[config.mk]
export PLATFORM = sky130hd
export DESIGN_NAME = fetch_stage
export DESIGN_NICKNAME = d
export VERILOG_FILES = /design/src/rtl/fetch_stage.sv
export SDC_FILE = /design/constraint.sdc
export NUM_CORES = 1
export LEC_CHECK = 0
export CORE_MARGIN = 10
export CORE_UTILIZATION = 49
export CTS_BUF_LIST = sky130_fd_sc_hd__clkbuf_8 sky130_fd_sc_hd__clkbuf_16
export DETAILED_ROUTE_END_ITERATION = 10
export GPL_TIMING_DRIVEN = 0
export PLACE_DENSITY = 0.84
export SYNTH_ARGS = -nofsm -noshare
export SYNTH_HDL_FRONTEND = slang
export SYNTH_SLANG_ARGS = --single-unit
[constraint.sdc]
create_clock -name clk -period 3.5 [get_ports clk]
set_input_delay 0.525 -clock clk [delete_from_list [all_inputs] [get_ports clk]]
set_output_delay 0.525 -clock clk [all_outputs]
set_load 0.02 [all_outputs]
[src/rtl/fetch_stage.sv]
`default_nettype none
// ============================================================================
// Module      : fetch_stage
// Description : TinyMIPS instruction-fetch stage. Owns the PC, runs the
//               instruction ROM request/ready handshake, holds a fetched word
//               while IF is stalled, defers a taken branch past its delay
//               slot and drains an in-flight request after a flush.
// Revision    : 1.0 - initial release
// ============================================================================
module fetch_stage #(
    parameter logic [31:0] RESET_PC = 32'hBFC0_0000
) (
    input  logic        clk,
    input  logic        rst,
    input  logic        stall_current_stage,
    input  logic        flush,
    input  logic [31:0] flush_pc,
    input  logic        branch_flag,
    input  logic [31:0] branch_addr,
    output logic        rom_en,
    output logic [31:0] rom_addr,
    input  logic        rom_ready,
    input  logic [31:0] rom_rdata,
    output logic        stall_request,
    output logic [31:0] pc_out,
    output logic [31:0] inst_out,
    output logic        valid_out
);

    typedef enum logic [1:0] {
        S_REQ  = 2'd0,
        S_HOLD = 2'd1,
        S_DROP = 2'd2
    } state_t;

    state_t      r_state;
    state_t      w_state_nxt;
    logic [31:0] r_pc;
    logic [31:0] w_pc_nxt;
    logic [31:0] r_buf_inst;
    logic [31:0] w_buf_inst_nxt;
    logic        r_pend_valid;
    logic        w_pend_valid_nxt;
    // Holds the deferred branch target; while in S_DROP (where no branch can
    // be pending) it instead holds the address of the abandoned request.
    logic [31:0] r_pend_addr;
    logic [31:0] w_pend_addr_nxt;
    logic        w_avail;
    logic        w_handoff;

    // An instruction is available when buffered, or when the ROM completes now.
    always_comb begin
        w_avail   = (r_state == S_HOLD) || ((r_state == S_REQ) && rom_ready);
        w_handoff = w_avail && !stall_current_stage;
    end

    // Outputs; reset forces the quiescent values regardless of the state regs.
    always_comb begin
        rom_en        = 1'b0;
        rom_addr      = r_pc;
        stall_request = 1'b0;
        valid_out     = 1'b0;
        inst_out      = 32'd0;
        pc_out        = RESET_PC;
        if (!rst) begin
            rom_en        = (r_state == S_REQ) || (r_state == S_DROP);
            rom_addr      = (r_state == S_DROP) ? r_pend_addr : r_pc;
            stall_request = !w_avail;
            valid_out     = w_avail && !flush;
            inst_out      = (r_state == S_HOLD) ? r_buf_inst : rom_rdata;
            pc_out        = r_pc;
        end
    end

    // Next-state and next-register computation; flush has top priority.
    always_comb begin
        w_state_nxt      = r_state;
        w_pc_nxt         = r_pc;
        w_buf_inst_nxt   = r_buf_inst;
        w_pend_valid_nxt = r_pend_valid;
        w_pend_addr_nxt  = r_pend_addr;
        if (flush) begin
            w_pc_nxt         = flush_pc;
            w_pend_valid_nxt = 1'b0;
            if ((r_state == S_REQ) && !rom_ready) begin
                // Remember the request still in flight so rom_addr stays stable.
                w_pend_addr_nxt = r_pc;
                w_state_nxt     = S_DROP;
            end else if (r_state == S_DROP) begin
                w_state_nxt = S_DROP;
            end else begin
                w_state_nxt = S_REQ;
            end
        end else if (r_state == S_DROP) begin
            // Branches here are superseded by the flush that caused the drop.
            if (rom_ready) begin
                w_state_nxt = S_REQ;
            end
        end else if (w_handoff) begin
            if (r_pend_valid) begin
                w_pc_nxt = r_pend_addr;
            end else if (branch_flag) begin
                w_pc_nxt = branch_addr;
            end else begin
                w_pc_nxt = r_pc + 32'd4;
            end
            w_pend_valid_nxt = 1'b0;
            w_state_nxt      = S_REQ;
        end else begin
            if (branch_flag) begin
                // Current instruction is the delay slot; redirect after it.
                w_pend_addr_nxt  = branch_addr;
                w_pend_valid_nxt = 1'b1;
            end
            if ((r_state == S_REQ) && rom_ready) begin
                w_buf_inst_nxt = rom_rdata;
                w_state_nxt    = S_HOLD;
            end
        end
    end

    // State and datapath registers with synchronous reset.
    always_ff @(posedge clk) begin
        if (rst) begin
            r_state      <= S_REQ;
            r_pc         <= RESET_PC;
            r_buf_inst   <= 32'd0;
            r_pend_valid <= 1'b0;
            r_pend_addr  <= 32'd0;
        end else begin
            r_state      <= w_state_nxt;
            r_pc         <= w_pc_nxt;
            r_buf_inst   <= w_buf_inst_nxt;
            r_pend_valid <= w_pend_valid_nxt;
            r_pend_addr  <= w_pend_addr_nxt;
        end
    end

endmodule
`default_nettype wire
==> flow_summary.yaml <==
critical_path:
  crit_required_ns: 2.97
  worstPathArrival_ns: 2.90
  cp_cell_sequence: "clkdlybuf4s50_1 -> clkbuf_2 -> clkbuf_2 -> clkbuf_1 -> a21oi_1 -> clkdlybuf4s50_1"
  max_stage_delay_ns: 0.64
  crit_path_max_fanout: 10
  endpoint_kind: "output pin"
  cp_slowest_cell: "clkdlybuf4s50_1"
  critPathLaunchType: "primary input"
  critical_path_class: "primary input to output pin"
grt:
  grtUsageMet1: 0.3576
  antenna_found_initial: 0
  met3_usage: 0.05713
  grt_usage: 0.2785
  grt_pass1_vias: 7315
  grt_max_degree: 16
  gr-max-usage-layer: "met2"
  grt_pass1_wl_um: 40660
  grt_overflow: 0
  met2_usage: 0.4337
floorplan:
  coreArea_mm2: 0.01272
  io_pins: 201
  die-area_mm2: 0.01805
  dieHeight_um: 134.4
  initial_core_util: 0.5036
  die_w_um: 134.4
  row_count: 41
timing:
  fin_skew_ns: 0.005562
  min_period_ns: 3.425
  fin_crit_sh: 0.9786
  worst_pin_slew_ns: 1.149
  fmax_mhz: 292.0
  maxSlewViolCount: 0
  finalHoldViolCount: 0
  maxSlewHeadroom: 0.2284
  setup_viol: 0
  rsz0062_at_grt: "false"
  finalSetupTns_ns: 0
clock_network:
  cts_buffer_depth: 2
  post-cts-setup-buffers: 0
  cts_hold_buf: 0
  h-tree-depth: 3
  cts_buffers: 9
  cts_root_buf: "clkbuf_16"
  cts.sinks: 99
  cts_tree: "yes"
  ctsResizeCount: 5
  insertion_delay_ns: 0.35
  clk_pin_slew_ns: 0.07
placed_design:
  place_congestion: 0.9591
  dp_hpwl_um: 19470
  port_buffers: 198
  placedInstanceArea_mm2: 0.008605
synth:
  synth_top_flop_cell: "dfxtp_1"
  synth.most_common_cell: "nand2_1"
  synth_top_area_share: 0.3093
  syn_area_mm2: 0.006407
  ys_async_sr_fraction: 0
  yosys_warnings: 0
  synthTopCellsByCount: "nand2_1, dfxtp_1, a21oi_1, nor2_1, clkbuf_1"
  synthesis.nets: 967
  ys_ff_latch: 99
  ys_top_cells_by_area: "dfxtp_1, nand2_1, a21oi_1, mux2i_1, mux2_2"
  synthCells: 864
  postSynthAreaPerCell_um2: 7.416
  synth_edf_count: 0
  synth_cell_types: 63
  yosysSeqAreaShare: 0.3093
  yosysTopAreaCell: "dfxtp_1"
cells_and_area:
  final_layout_size_suffix_gt1_frac: 0.08728
  nets: 1176
  finish.instance_area_mm2: 0.008910
  diodes: 0
  area_delta_synth_final_pct: 39.05
routing:
  wl_um: 26660
  via_per_inst: 6.183
  drt_iter0_markers: 1174
  wl_per_cell_um: 21.35
  via_count: 7723
  dr.pass1.iters: 6
  drc_errors: 0
  drtAntennaViolNets: 0
power_and_ir_drop:
  power_density_mw_per_mm2: 375.4
  power_uw: 3345
  p_leak_uw: 0.003304
  vdd_drop_max_uv: 223.7
hold_path:
  hold_path.class: "flip-flop to flip-flop"
outcome:
  outcome: "complete, no violations"
flow_run:
  cap_violations: 0
cell usage in the layout, fill, tap and decap left out, types with 7 or more instances in the layout:
master | netlist | final
a31oi_1 | 7 | 7
o22ai_1 | 14 | 14
clkdlybuf4s50_1 | 0 | 197
nand2_1 | 180 | 180
a22oi_1 | 11 | 11
nand3_1 | 10 | 10
nor2_1 | 62 | 62
or2_2 | 11 | 11
clkbuf_16 | 0 | 9
a21oi_1 | 86 | 86
buf_2 | 21 | 22
mux2_2 | 29 | 29
dfxtp_1 | 99 | 99
a211oi_1 | 42 | 42
o211ai_1 | 14 | 14
o21ai_0 | 30 | 30
nor2b_1 | 23 | 23
mux2i_1 | 39 | 39
clkbuf_1 | 49 | 44
buf_1 | 9 | 7
nor3_1 | 20 | 20
inv_1 | 8 | 8
layer usage:
layer  wire [um]  vias up
li1            -     3514
met1       10470     3532
met2       12100      573
met3        2936      104
met4        1152        0
met5           0        -
registers in the layout, indices dropped and copies added (netlist names):
name	count
r_pc	32
r_buf_inst	32
r_pend_valid	1
r_pend_addr	32
r_state	2
cell families (layout without fill, tap and decap cells):
group / count (synthesis) / in the layout / synth area share
AND/OR/NAND/NOR: 352 / 352 / 0.2560
multiplexers: 68 / 68 / 0.1119
AO/OA/AOI/OAI: 245 / 245 / 0.2501
adder cells (fa/ha/maj): 1 / 1 / 0.001952
buffers and inverters: 88 / 301 / 0.05565
XOR/XNOR: 11 / 11 / 0.01504
flip-flops: 99 / 99 / 0.3093
path summary, 6_finish.rpt:
| path | from | endpoint | slack [ns] | cells past startpoint |
|---|---|---|---|---|
| min reg2reg | r_buf_inst[6] | r_buf_inst[6] | 0.46 | 2 |
| min | r_buf_inst[6] | r_buf_inst[6] | 0.46 | 2 |
| max | rst | inst_out[14] | 0.08 | 6 |
| max reg2reg | r_state[1] | r_pc[13] | 1.03 | 7 |
final cells by class:
type	count	area [um2]
Buffer	79	331.6
Clock buffer	12	266.5
Clock inverter	3	21.27
Fill cell	1101	3812
Inverter	9	33.78
Multi-Input combinational cell	677	4075
Sequential cell	99	1982
Tap cell	172	215.2
Timing Repair Buffer	198	1984
worst max-delay path: cells and delay by family:
family                 cells  cell delay (ns)
AOI/OAI and AO/OA          1             0.10
buffers and inverters      5             2.28
power by group:
part | switching (uW) | internal, uW
Sequential | 95.2 | 1220
Combinational | 571 | 467
Clock | 453 | 539
Total | 1120 | 2230
metrics by stage:
step                std cells  hold slack [ns]    util  setup WS [ns]
floorplan                 864           0.4366       -          1.271
global placement         1234           0.4416  0.6763        -0.2449
detailed placement       1234           0.4469  0.6763        -0.2817
CTS                      1249           0.4565  0.6998       -0.02159
global route             1249           0.4734  0.7003        0.01144
finish                   1249           0.4556  0.7003        0.07507
Note: power is estimated with default switching activity, not from simulation.
